## src/rtl/fifo_rd_stream_adapter_if.sv

```systemverilog
// Bundle of FIFO read-side and output-stream signals for fifo_rd_stream_adapter.
// master = the adapter, slave = whatever drives the FIFO/stream/control side.
interface fifo_rd_stream_adapter_if #(
   parameter int DATA_W = 3,
   parameter int CNT_W  = 16
);
   logic              fifo_empty;
   logic [DATA_W-1:0] fifo_dout;
   logic              fifo_pop;
   logic              enable;
   logic              flush;
   logic              out_valid;
   logic              out_ready;
   logic [DATA_W-1:0] out_data;
   logic              out_last;
   logic              flush_busy;
   logic [CNT_W-1:0]  beat_count;

   modport master (
      input  fifo_empty, fifo_dout, enable, flush, out_ready,
      output fifo_pop, out_valid, out_data, out_last, flush_busy, beat_count
   );

   modport slave (
      output fifo_empty, fifo_dout, enable, flush, out_ready,
      input  fifo_pop, out_valid, out_data, out_last, flush_busy, beat_count
   );
endinterface

```

## src/rtl/fifo_rd_stream_adapter.sv

```systemverilog
// FWFT FIFO read port to registered valid/ready stream: 2-entry skid buffer,
// packet framing, flush/drain FSM and delivered-beat counter.
module fifo_rd_stream_adapter #(
   parameter int DATA_W  = 3,
   parameter int PKT_LEN = 4,
   parameter int CNT_W   = 16
) (
   input  logic                          clk,
   input  logic                          reset,
   fifo_rd_stream_adapter_if.master      bus
);
   localparam int IDX_W = (PKT_LEN > 1) ? $clog2(PKT_LEN) : 1;
   localparam logic [IDX_W-1:0] LAST_IDX = IDX_W'(PKT_LEN - 1);

   typedef enum logic [1:0] {IDLE, RUN, FLUSH} state_e;

   state_e                  state_q, state_d;
   logic [1:0]              occ_q, occ_d;
   logic [1:0][DATA_W-1:0]  data_q, data_d;
   logic [1:0]              last_q, last_d;
   logic [IDX_W-1:0]        pkt_idx_q, pkt_idx_d;
   logic [CNT_W-1:0]        beat_cnt_q, beat_cnt_d;
   logic                    pop, capture, hs, valid;
   logic [1:0]              occ_tmp;

   // Pop depends only on registered state and the FIFO flag, never on out_ready.
   always_comb begin
      pop     = ((state_q == RUN) && !bus.fifo_empty && (occ_q < 2'd2)) ||
                ((state_q == FLUSH) && !bus.fifo_empty);
      capture = pop && (state_q == RUN);
      valid   = (occ_q != 2'd0) && (state_q != FLUSH);
      hs      = valid && bus.out_ready;
   end

   always_comb begin
      state_d = state_q;
      if (bus.flush) begin
         state_d = FLUSH;
      end else begin
         unique case (state_q)
            IDLE:    if (bus.enable) state_d = RUN;
            RUN:     if (!bus.enable) state_d = IDLE;
            FLUSH:   if (bus.fifo_empty) state_d = IDLE;
            default: state_d = IDLE;
         endcase
      end
   end

   always_comb begin
      data_d     = data_q;
      last_d     = last_q;
      occ_d      = occ_q;
      pkt_idx_d  = pkt_idx_q;
      beat_cnt_d = hs ? beat_cnt_q + 1'b1 : beat_cnt_q;
      occ_tmp    = occ_q;
      if (bus.flush) begin
         // A beat accepted on the flush edge still counts; everything else is dropped.
         occ_d     = 2'd0;
         pkt_idx_d = '0;
      end else begin
         if (hs) begin
            data_d[0] = data_q[1];
            last_d[0] = last_q[1];
            occ_tmp   = occ_q - 2'd1;
         end
         if (capture) begin
            data_d[occ_tmp[0]] = bus.fifo_dout;
            last_d[occ_tmp[0]] = (pkt_idx_q == LAST_IDX);
            occ_tmp            = occ_tmp + 2'd1;
            pkt_idx_d          = (pkt_idx_q == LAST_IDX) ? '0 : pkt_idx_q + 1'b1;
         end
         occ_d = occ_tmp;
      end
   end

   always_ff @(posedge clk or negedge reset) begin
      if (!reset) begin
         state_q    <= IDLE;
         occ_q      <= 2'd0;
         data_q     <= '0;
         last_q     <= '0;
         pkt_idx_q  <= '0;
         beat_cnt_q <= '0;
      end else begin
         state_q    <= state_d;
         occ_q      <= occ_d;
         data_q     <= data_d;
         last_q     <= last_d;
         pkt_idx_q  <= pkt_idx_d;
         beat_cnt_q <= beat_cnt_d;
      end
   end

   assign bus.fifo_pop   = pop;
   assign bus.out_valid  = valid;
   assign bus.out_data   = data_q[0];
   assign bus.out_last   = last_q[0];
   assign bus.flush_busy = (state_q == FLUSH);
   assign bus.beat_count = beat_cnt_q;
endmodule

```

## src/flat_wrapper.sv

```systemverilog
// flat-port wrapper written by rule: the top's interface ports become plain ports
module fifo_rd_stream_adapter_flat 
#(
   parameter int DATA_W  = 3,
   parameter int PKT_LEN = 4,
   parameter int CNT_W   = 16
)
  (clk, reset, bus_fifo_empty, bus_fifo_dout, bus_enable, bus_flush, bus_out_ready, bus_fifo_pop, bus_out_valid, bus_out_data, bus_out_last, bus_flush_busy, bus_beat_count);
  fifo_rd_stream_adapter_if #(.DATA_W(DATA_W), .CNT_W(CNT_W)) bus_i ();
  input  logic clk;
  input  logic reset;
  input wire logic [$bits(bus_i.fifo_empty)-1:0] bus_fifo_empty;
  input wire logic [$bits(bus_i.fifo_dout)-1:0] bus_fifo_dout;
  input wire logic [$bits(bus_i.enable)-1:0] bus_enable;
  input wire logic [$bits(bus_i.flush)-1:0] bus_flush;
  input wire logic [$bits(bus_i.out_ready)-1:0] bus_out_ready;
  output wire logic [$bits(bus_i.fifo_pop)-1:0] bus_fifo_pop;
  output wire logic [$bits(bus_i.out_valid)-1:0] bus_out_valid;
  output wire logic [$bits(bus_i.out_data)-1:0] bus_out_data;
  output wire logic [$bits(bus_i.out_last)-1:0] bus_out_last;
  output wire logic [$bits(bus_i.flush_busy)-1:0] bus_flush_busy;
  output wire logic [$bits(bus_i.beat_count)-1:0] bus_beat_count;
  assign bus_i.fifo_empty = bus_fifo_empty;
  assign bus_i.fifo_dout = bus_fifo_dout;
  assign bus_i.enable = bus_enable;
  assign bus_i.flush = bus_flush;
  assign bus_i.out_ready = bus_out_ready;
  assign bus_fifo_pop = bus_i.fifo_pop;
  assign bus_out_valid = bus_i.out_valid;
  assign bus_out_data = bus_i.out_data;
  assign bus_out_last = bus_i.out_last;
  assign bus_flush_busy = bus_i.flush_busy;
  assign bus_beat_count = bus_i.beat_count;
  fifo_rd_stream_adapter #(.DATA_W(DATA_W), .PKT_LEN(PKT_LEN), .CNT_W(CNT_W)) u_core (.clk(clk), .reset(reset), .bus(bus_i));
endmodule
```

## config.mk

```make
export PLATFORM = sky130hd
export DESIGN_NAME = fifo_rd_stream_adapter_flat
export DESIGN_NICKNAME = d
export VERILOG_FILES = /design/src/rtl/fifo_rd_stream_adapter_if.sv /design/src/rtl/fifo_rd_stream_adapter.sv /design/src/flat_wrapper.sv
export SDC_FILE = /design/constraint.sdc
export NUM_CORES = 1
export LEC_CHECK = 0
export BUFFER_PORTS_ARGS = -buffer_cell sky130_fd_sc_hd__buf_2
export CAP_MARGIN = 10
export CORE_MARGIN = 8
export CORE_UTILIZATION = 40
export CTS_CLUSTER_DIAMETER = 100
export CTS_CLUSTER_SIZE = 12
export DETAILED_ROUTE_END_ITERATION = 12
export GPL_TIMING_DRIVEN = 0
export PLACE_DENSITY_LB_ADDON = 0.3
export SETUP_SLACK_MARGIN = 0.02
export SLEW_MARGIN = 5
export SYNTH_ARGS = -nofsm -noshare
export SYNTH_HDL_FRONTEND = slang
export SYNTH_SLANG_ARGS = --single-unit
```

## constraint.sdc

```tcl
create_clock -name clk -period 2.75 [get_ports clk]
set_input_delay 0.4125 -clock clk [delete_from_list [all_inputs] [get_ports clk]]
set_output_delay 0.4125 -clock clk [all_outputs]
set_load 0.02 [all_outputs]
```

==> results by group, run 1 <==
Place
  • Input/output buffers: 31
  • GPL Wtd Cong: 0.771
  • HPWL Detailed: 2350 µm
  • Placed insts: ~210

Worst hold path
  • Tightest Hold Check Type: input port to asynchronous set/reset pin

Drt
  • 1st-iter DRT viols: 53
  • WL final: 3080 µm
  • Via density: 5.13
  • # DRC: 0
  • Post-route ant nets: 0
  • Via count: roughly 1100
  • DR WL/cell: 14.3 µm
  • First-pass iteration count of the detailed router: 4

Synth
  • Top-area cell type share of the netlist area: between 50% and 60%
  • Top post-synthesis cells by area: dfrtp_1, xnor2_1, mux2_2
  • Gate Count Post-Synth: 129
  • Area leader, netlist: dfrtp_1
  • Asr flop ratio synth: 100%
  • Post-synth top flop: dfrtp_1
  • Count of cell types in the netlist: 30
  • Synth warnings: 0
  • Post-synth EDFFs: 0
  • Mean Syn Cell Area: 11.4 µm²
  • Most frequent cell after synthesis: dfrtp_1
  • Syn_nets: 141
  • Post-synthesis sequential area ratio: just over 50%
  • FF+latch count, synth: 30
  • Commonest cells in the netlist: dfrtp_1, xnor2_1, nand3_1
  • Cell area after synthesis: 1470 µm²

Clocking
  • Setup bufs post-CTS: 0
  • Root Driver: clkbuf_8
  • H-tree levels: 2
  • Clock-pin slew on the worst setup and hold paths: 60 ps
  • Worst-skew pair later-pin latency: between 200 and 300 ps
  • CTS buffer count: 5
  • Post_cts resized: 0
  • CTS Hold Bufs: 0
  • Clk buf depth: 2
  • CTS tree: yes
  • Clock Sinks: 30

Power
  • Clk pwr share: a little over a third
  • Power Density: 566 nW/µm²
  • Internal power: 0.730 mW
  • Sw frac: 27.7%
  • Maximum vdd ir drop: 0.341 mV
  • Comb power frac: between 10% and 20%
  • Net Switching: roughly 0.28 mW
  • Flop pwr share: 49.2%
  • Leak Pwr: approximately 0.84 nW

Worst setup path
  • Data arrival, critical path: between 2000 and 3000 ps
  • Worst r2r src: u_core.occ_q[0]$_DFF_PN0_
  • Largest stage delay on the critical path: approximately 400 ps
  • Crit path required time: between 2000 and 3000 ps
  • CP Launch Type: flip-flop
  • Worst path slowest cell: nor2_2
  • Cell count of the worst reg-to-reg path: 7
  • Reg-to-reg slack, setup: between 400 and 500 ps
  • Critical path class: flip-flop to flip-flop
  • Worst Setup SP: u_core.occ_q[0]$_DFF_PN0_
  • Reg2reg end: u_core.last_q[0]$_DFFE_PN0N_
  • Setup crit end kind: flip-flop
  • Worst-path maximum fanout: 8
  • Crit-path cells: buf_2 > inv_1 > ha_1 > nand2b_1 > nor2_2 > o21ai_1 > a221o_1

Global routing
  • Vias in the first global route: around 1200
  • First-pass GRT wire length: 5610 µm
  • Pin count of the biggest net entering global routing: 31
  • Initial antenna violation count: 0
  • Total Routing Usage GR: between 10% and 20%
  • Overflow after GRT: 0

Layout
  • Ant. Diodes: 0
  • Fraction of layout cells with a size suffix above 1: 35.1%
  • Synth-to-layout area growth: 21.1%
  • Fillers: 351
  • Non-Filler Instances: roughly 220
  • Nets: 179
  • Multi-input logic area: 669 µm²
  • Register Area: 751 µm²

Timing
  • Worst Hold Slack: 150 ps
  • Min Tclk post-route: 2340 ps
  • Setup tns final: 0 ps
  • Slew HR: a little under half
  • RSZ-0062 raised after global routing: no
  • Final number of hold-violating endpoints: 0
  • Setup violations, final: 0
  • Slew Limit Fails: 0
  • Crit share post-route: 85.2%
  • Worst slew pin tran: 788 ps
  • Max frequency: 0.427 GHz
  • Final setup skew: ~3.9 ps

Run status
  • Status: completed

Floorplanning
  • IO Count: 32
  • Die width: 76.7 µm
  • CORE AREA: 3610 µm²
  • Row count: 22
  • Die area: 5880 µm²
  • Die span in y: 76.7 µm
  • Initial Util: 40.9%

Job
  • Max-cap viol count: 0
[cells by family after synthesis]
family | share of synthesized area [%]
AOI/OAI and AO/OA | 9.68
xor gates and xnor gates | 9.51
adders and majority gates | 2.55
buffers and inverters | 3.65
DFF | 50.9
muxes | 3.82
and+or+nand+nor | 19.9
[metrics by stage]
step	area (µm²)	power [mW]	setup WS (ps)	util, %
floorplan	1470	0.594	748	-
global placement	1690	0.650	466	46.8
detailed placement	1690	0.655	431	46.8
CTS	1780	1.02	415	49.5
global route	1780	1.07	221	49.5
finish	1780	1.01	407	49.5
[worst max-delay path by stage]
| stage | endpoint | depth (start not counted) |
|---|---|---|
| 6_report | u_core.last_q[0]$_DFFE_PN0N_ | 7 |
| 3_5_place_dp | u_core.bus.out_data[1]$_DFFE_PN0N_ | 7 |
| 3_3_place_gp | u_core.last_q[0]$_DFFE_PN0N_ | 7 |
| 5_1_grt | u_core.last_q[0]$_DFFE_PN0N_ | 7 |
| 2_1_floorplan | u_core.last_q[0]$_DFFE_PN0N_ | 7 |
| 4_1_cts | u_core.last_q[0]$_DFFE_PN0N_ | 7 |
[cell type report]
class                   instances  share of cell area (%)
flip-flops and latches         30                    42.1
plain buffers                   5                    2.17
inverters                       4                   0.842
clock inverters                 2                   0.701
multi-input cells              90                    37.5
well taps                      48                    3.37
repair buffers                 31                    8.70
clock buffers                   6                    4.63
[power groups by stage]
stage / logic (mW) / clock network, mW / registers (mW)
floorplan: 0.0708 / 0 / 0.523
global placement: 0.147 / 0 / 0.503
detailed placement: 0.150 / 0 / 0.504
CTS: 0.151 / 0.377 / 0.497
global route: 0.164 / 0.404 / 0.503
finish: 0.147 / 0.366 / 0.497
[layer usage]
layer,up-vias,GRT usage (%),share of wire (%)
li1,537,-,-
met1,538,12.9,43
met2,28,19.5,49
met3,5,5.94,6.5
met4,0,2.88,1.1
met5,-,0,0
[placed cells by master (no fill, tap or decap), types with 2 or more instances in the layout]
| cell | instances |
|---|---|
| o21ai_1 | 5 |
| nor4b_2 | 2 |
| a21oi_1 | 8 |
| xor2_1 | 4 |
| o21ai_0 | 5 |
| buf_4 | 3 |
| nor3_1 | 4 |
| nor2_1 | 2 |
| dfrtp_1 | 30 |
| clkbuf_8 | 6 |
| nor2_2 | 2 |
| and4_1 | 2 |
| nand4_1 | 4 |
| ha_1 | 3 |
| buf_2 | 32 |
| a221o_1 | 4 |
| nor3b_1 | 2 |
| nor4_4 | 2 |
| nand2_1 | 7 |
| xnor2_1 | 12 |
| nand3_1 | 11 |
| mux2_2 | 5 |
| inv_1 | 3 |
[flip-flops by register name, indices dropped and copies added (netlist names)]
signal and count:
u_core.bus.beat_count 16, u_core.bus.out_data 3, u_core.data_q 3, u_core.last_q 2, u_core.occ_q 2, u_core.pkt_idx_q 2
u_core.state_q 2
[critical path, delay by kind of cell (launching register included)]
| kind | cells | cell delay [ps] |
|---|---|---|
| and+or+nand+nor | 2 | 660 |
| adders and majority gates | 1 | 260 |
| AOI/OAI and AO/OA | 2 | 620 |
| buffers and inverters | 2 | 370 |
| DFF | 1 | 310 |
No activity file was read; power rests on OpenSTA's default activity.
==> run 2, diff against run 1 <==
- clock period: 2.75 -> 2.35 ns (I/O delays scaled with it)
==> results by group, run 2 (synthesized netlist as in run 1, its figures left out) <==
Worst setup path
  • Critical path class: flip-flop to flip-flop
  • Reg-to-reg slack, setup: ~120 ps
  • Worst Setup SP: u_core.occ_q[0]$_DFF_PN0_
  • Worst r2r src: u_core.occ_q[0]$_DFF_PN0_
  • Largest stage delay on the critical path: about 360 ps
  • Worst-path maximum fanout: 8
  • Data arrival, critical path: 2390 ps
  • Worst path slowest cell: nor3_1
  • Crit-path cells: buf_2 > inv_1 > ha_1 > nand2b_1 > nor3_1 > o211ai_2 > mux2_2
  • Setup crit end kind: flip-flop
  • Crit path required time: 2510 ps
  • CP Launch Type: flip-flop

Timing
  • Max frequency: 0.449 GHz
  • Setup violations, final: 0
  • Worst slew pin tran: 786 ps
  • Min Tclk post-route: 2230 ps
  • Crit share post-route: 94.8%
  • Slew HR: 47.5%
  • Setup tns final: 0 ps
  • RSZ-0062 raised after global routing: yes
  • Slew Limit Fails: 0
  • Final number of hold-violating endpoints: 0
  • Final setup skew: 3.61 ps

Run status
  • Status: completed

Place
  • Input/output buffers: 31
  • HPWL Detailed: 2350 µm
  • Placement Cell Area: 1690 µm²
  • GPL Wtd Cong: 0.771

Drt
  • # DRC: 0
  • Via count: around 1100
  • 1st-iter DRT viols: 40
  • First-pass iteration count of the detailed router: 4
  • Post-route ant nets: 0
  • WL final: 3130 µm
  • DR WL/cell: 14.2 µm
  • Via density: 5.16

Layout
  • Multi-input logic area: 674 µm²
  • Ant. Diodes: 0
  • Synth-to-layout area growth: 23.4%
  • Fin area: 1820 µm²
  • Register Area: 751 µm²
  • Nets: 183
  • Commonest cells after routing, fill and taps aside: buf_2, dfrtp_1, xnor2_1
  • Commonest non-fill, non-tap cell in the layout: buf_2
  • Number of flip-flops in the largest register: 16
  • Fillers: 350
  • Fraction of layout cells with a size suffix above 1: 36.6%

Global routing
  • First-pass GRT wire length: 5610 µm
  • Total Routing Usage GR: 11.7%
  • Initial antenna violation count: 0
  • Overflow after GRT: 0
  • Pin count of the biggest net entering global routing: 31
  • Vias in the first global route: between 1000 and 1500

Floorplanning
  • Die area: 5880 µm²
  • Row count: 22
  • IO Count: 32
  • Die width: 76.7 µm
  • CORE AREA: 3610 µm²
  • Die span in y: 76.7 µm
  • Initial Util: 40.9%

Job
  • Max-cap viol count: 0

Power
  • Maximum vdd ir drop: between 0.3 and 0.4 mV
  • Leak Pwr: 0.862 nW
  • Power Density: 650 nW/µm²

Clocking
  • Worst-skew pair later-pin latency: 280 ps
  • H-tree levels: 2
  • Root Driver: clkbuf_8
  • Clk buf depth: 2
  • CTS buffer count: 5
  • CTS tree: yes
  • Clock-pin slew on the worst setup and hold paths: 60 ps
  • CTS Hold Bufs: 0
  • Clock Sinks: 30

Worst hold path
  • Tightest Hold Check Type: input port to asynchronous set/reset pin
run 2: cell count changes in the layout (fill, tap and decap cells not counted), sizes merged:
cell and delta:
buf +4
run 2: critical path: cells and delay by family, from the launching register on:
family                   cells  cell delay, ps
AND/OR/NAND/NOR              2             640
AO/OA/AOI/OAI                1             190
flip-flops                   1             310
buffers and inverters        2             370
adder cells (fa/ha/maj)      1             260
multiplexers                 1             350
run 2: per-stage QoR:
step | util [%] | setup WS [ps] | std cells | power [mW] | hold slack [ps]
after floorplan | - | 348 | 129 | 0.695 | 56.9
after global placement | 46.8 | 66.0 | 208 | 0.761 | 414
after detailed placement | 46.8 | 30.7 | 208 | 0.766 | 424
after CTS | 49.6 | 110 | 216 | 1.20 | 119
after global routing | 50.5 | -63.1 | 220 | 1.26 | 150
final | 50.5 | 121 | 220 | 1.18 | 94.4
run 2: path summary, 6_finish.rpt:
check,end,cells past startpoint
max,u_core.data_q[4]$_DFFE_PN0P_,7
min,u_core.bus.beat_count[6]$_DFFE_PN0N_,1
max reg2reg,u_core.data_q[4]$_DFFE_PN0P_,7
min reg2reg,u_core.bus.beat_count[15]$_DFFE_PN0N_,1
max in group asynchronous,u_core.data_q[3]$_DFFE_PN0P_,1
min in group clk,u_core.state_q[0]$_DFFE_PN0P_,2
run 2: repair_timing:
item | 4_1_cts | 5_1_grt
buffers inserted | 0 | 4
pin swaps | 0 | 2
endpoints found under the setup margin | 1 | 14
gates resized for setup | 1 | 0
hold endpoints to repair | 0 | 0
run 2: power breakdown:
part	internal (mW)	leakage (nW)	switching (mW)	total [mW]
Sequential	0.549	0.406	0.0316	0.581
Combinational	0.0708	0.408	0.103	0.174
Clock	0.235	0.0472	0.194	0.428
Total	0.855	0.862	0.328	1.18
run 2: final cells by class:
| cell class | count | share of cell area, % |
|---|---|---|
| timing repair buffer | 35 | 10.2 |
| clock buffer | 6 | 4.54 |
| multi-input combinational | 90 | 37.1 |
| clock inverter | 2 | 0.688 |
| sequential | 30 | 41.3 |
| buffer | 5 | 2.13 |
| tap | 48 | 3.30 |
| inverter | 4 | 0.825 |
run 2: metal layers:
metal / share of wire, % / up-vias / GRT usage (%)
met5: 0 / - / 0
met4: 1.1 / 0 / 2.88
met3: 6.5 / 5 / 5.94
met2: 50 / 30 / 19.5
met1: 42 / 550 / 12.9
li1: - / 550 / -
==> run 3, diff against run 2 <==
- ABC_AREA: not set -> 1
- PLACE_DENSITY_LB_ADDON: 0.3 -> 0.15
==> results by group, run 3 <==
Drt
  • # DRC: 0
  • DR WL/cell: ~12 µm
  • Via count: ~1600
  • 1st-iter DRT viols: 68
  • Post-route ant nets: 0
  • First-pass iteration count of the detailed router: 4
  • WL final: 3960 µm
  • Via density: ~4.8

Synth
  • Gate Count Post-Synth: 234
  • Syn_nets: 246
  • Top post-synthesis cells by area: dfrtp_1, nand2_1, inv_1
  • Commonest cells in the netlist: nand2_1, dfrtp_1, inv_1
  • Mean Syn Cell Area: roughly 7.6 µm²
  • Area leader, netlist: dfrtp_1
  • Count of cell types in the netlist: 23
  • Top-area cell type share of the netlist area: 42.5%
  • Post-synth EDFFs: 0
  • Post-synthesis sequential area ratio: 42.5%
  • Cell area after synthesis: 1770 µm²
  • Asr flop ratio synth: 100%
  • Post-synth top flop: dfrtp_1
  • FF+latch count, synth: 30
  • Most frequent cell after synthesis: nand2_1
  • Synth warnings: 0

Global routing
  • Overflow after GRT: 0
  • Pin count of the biggest net entering global routing: 31
  • Initial antenna violation count: 0
  • Vias in the first global route: 1555
  • Total Routing Usage GR: between 10% and 20%
  • First-pass GRT wire length: 6850 µm

Timing
  • RSZ-0062 raised after global routing: no
  • Worst Hold Slack: between 100 and 150 ps
  • Setup violations, final: 0
  • Slew Limit Fails: 0
  • Slew HR: 54.1%
  • Setup tns final: 0 ps
  • Worst slew pin tran: 688 ps
  • Final number of hold-violating endpoints: 0
  • Min Tclk post-route: approximately 1600 ps
  • Max frequency: approximately 0.61 GHz
  • Crit share post-route: 69.4%
  • Final setup skew: 4.36 ps

Worst setup path
  • CP bufs+invs: 3
  • Worst-path maximum fanout: 10
  • Setup crit end kind: flip-flop
  • Reg-to-reg slack, setup: ~720 ps
  • Worst r2r src: u_core.occ_q[0]$_DFF_PN0_
  • Cell count of the worst reg-to-reg path: 9
  • Worst path slowest cell: dfrtp_1
  • Data arrival, critical path: 1810 ps
  • CP top delay family: simple AND/OR/NAND/NOR gates
  • Critical path class: flip-flop to flip-flop
  • Reg2reg end: u_core.bus.out_data[0]$_DFFE_PN0N_
  • Largest stage delay on the critical path: 360 ps
  • CP Launch Type: flip-flop
  • Crit-path cells: inv_1 > ha_1 > inv_1 > nand4_1 > nand2_1 > buf_6 > nand3_1 > nand3_1 > nand2_1
  • Crit path required time: 2520 ps

Floorplanning
  • Die area: approximately 6800 µm²
  • Die span in y: 82.5 µm
  • Die width: roughly 82 µm
  • Row count: 24
  • CORE AREA: between 4000 and 5000 µm²
  • IO Count: 32
  • Initial Util: a little over 40%

Place
  • HPWL Detailed: 3000 µm
  • Placement Cell Area: 1990 µm²
  • Input/output buffers: 31
  • Placed insts: ~320
  • GPL Wtd Cong: about 0.75

Worst hold path
  • Tightest Hold Check Type: input port to asynchronous set/reset pin

Clocking
  • Post_cts resized: 0
  • H-tree levels: 2
  • CTS tree: yes
  • Clock Sinks: 30
  • Clk buf depth: 2
  • Root Driver: clkbuf_8
  • Setup bufs post-CTS: 0
  • CTS buffer count: 5
  • Worst-skew pair later-pin latency: 280 ps
  • Clock-pin slew on the worst setup and hold paths: roughly 70 ps
  • CTS Hold Bufs: 0

Layout
  • Multi-input logic area: 858 µm²
  • Nets: 284
  • Synth-to-layout area growth: 17.6%
  • Ant. Diodes: 0
  • Fillers: between 400 and 500
  • Commonest cells after routing, fill and taps aside: nand2_1, buf_2, dfrtp_1
  • Register Area: 751 µm²
  • Number of flip-flops in the largest register: 16
  • Non-Filler Instances: 325
  • Final core occ: 48.4%
  • Commonest non-fill, non-tap cell in the layout: nand2_1
  • Fin area: 2080 µm²
  • Fraction of layout cells with a size suffix above 1: roughly a fifth

Power
  • Maximum vdd ir drop: 0.399 mV
  • Leak Pwr: 1.18 nW
  • Power Density: 624 nW/µm²

Run status
  • Status: completed

Job
  • Max-cap viol count: 0
run 3: cell count changes in the layout (fill, tap and decap cells not counted), sizes merged, moves of 3 or more:
| cell | delta |
|---|---|
| nand4 | +6 |
| a221o | -4 |
| nand2 | +83 |
| o21ai | -3 |
| nor2 | +22 |
| inv | +23 |
| nand3 | +7 |
| a21oi | -8 |
| mux2 | -5 |
| xnor2 | -6 |
run 3: worst max path at each step:
stage                                           end                      start  slack (ps)  cells after the start
3_5_place_dp           u_core.last_q[0]$_DFFE_PN0N_  u_core.occ_q[0]$_DFF_PN0_         740                     10
2_1_floorplan  u_core.bus.beat_count[9]$_DFFE_PN0N_  u_core.occ_q[0]$_DFF_PN0_         900                      9
3_3_place_gp           u_core.data_q[3]$_DFFE_PN0P_  u_core.occ_q[0]$_DFF_PN0_         720                      9
5_1_grt          u_core.bus.out_data[2]$_DFFE_PN0N_  u_core.occ_q[0]$_DFF_PN0_         570                     10
4_1_cts                u_core.last_q[0]$_DFFE_PN0N_  u_core.occ_q[0]$_DFF_PN0_         720                     10
6_report         u_core.bus.out_data[0]$_DFFE_PN0N_  u_core.occ_q[0]$_DFF_PN0_         720                      9
run 3: final cells by class:
cell class	count	area share (%)
repair buffers	31	7.46
clock inverters	1	0.241
multi-input cells	170	41.3
flip-flops and latches	30	36.1
clock buffers	7	4.15
well taps	52	3.13
plain buffers	7	2.77
inverters	27	4.87
run 3: kinds of logic (layout without fill, tap and decap cells):
logic type	after synthesis	after routing	share of synthesized area, %
fa+ha+maj	3	3	2.12
flops	30	30	42.5
buf+inv	34	73	8.99
xor+xnor	11	11	5.45
compound gates	8	8	2.69
simple gates	148	148	38.3
run 3: routing by layer:
layer | track usage, % | part of all wire [%] | wire length (µm) | up-vias
met5 | 0 | 0 | 0 | -
met4 | 4.74 | 1.3 | 51 | 0
met3 | 3.35 | 5.6 | 220 | 7
met2 | 22.6 | 49 | 1950 | 28
met1 | 14.6 | 44 | 1730 | 715
li1 | - | - | - | 804
run 3: through the flow:
stage | setup WS, ps | power [mW]
2_1_floorplan | 903 | 0.777
6_report | 719 | 1.30
5_1_grt | 567 | 1.36
4_1_cts | 722 | 1.31
3_3_place_gp | 723 | 0.866
3_5_place_dp | 737 | 0.869
run 3: report_power, final:
part / switching [mW] / leakage, nW / internal (mW)
logic: 0.153 / 0.727 / 0.0937
registers: 0.0484 / 0.408 / 0.559
clock network: 0.206 / 0.0482 / 0.236
run 3: worst reg2reg max path, cell delays in order, from the launching register on:
cell and delay (ps):
dfrtp_1 360, inv_1 80, ha_1 220, inv_1 190, nand4_1 140, nand2_1 150, buf_6 150, nand3_1 80
nand3_1 110, nand2_1 50
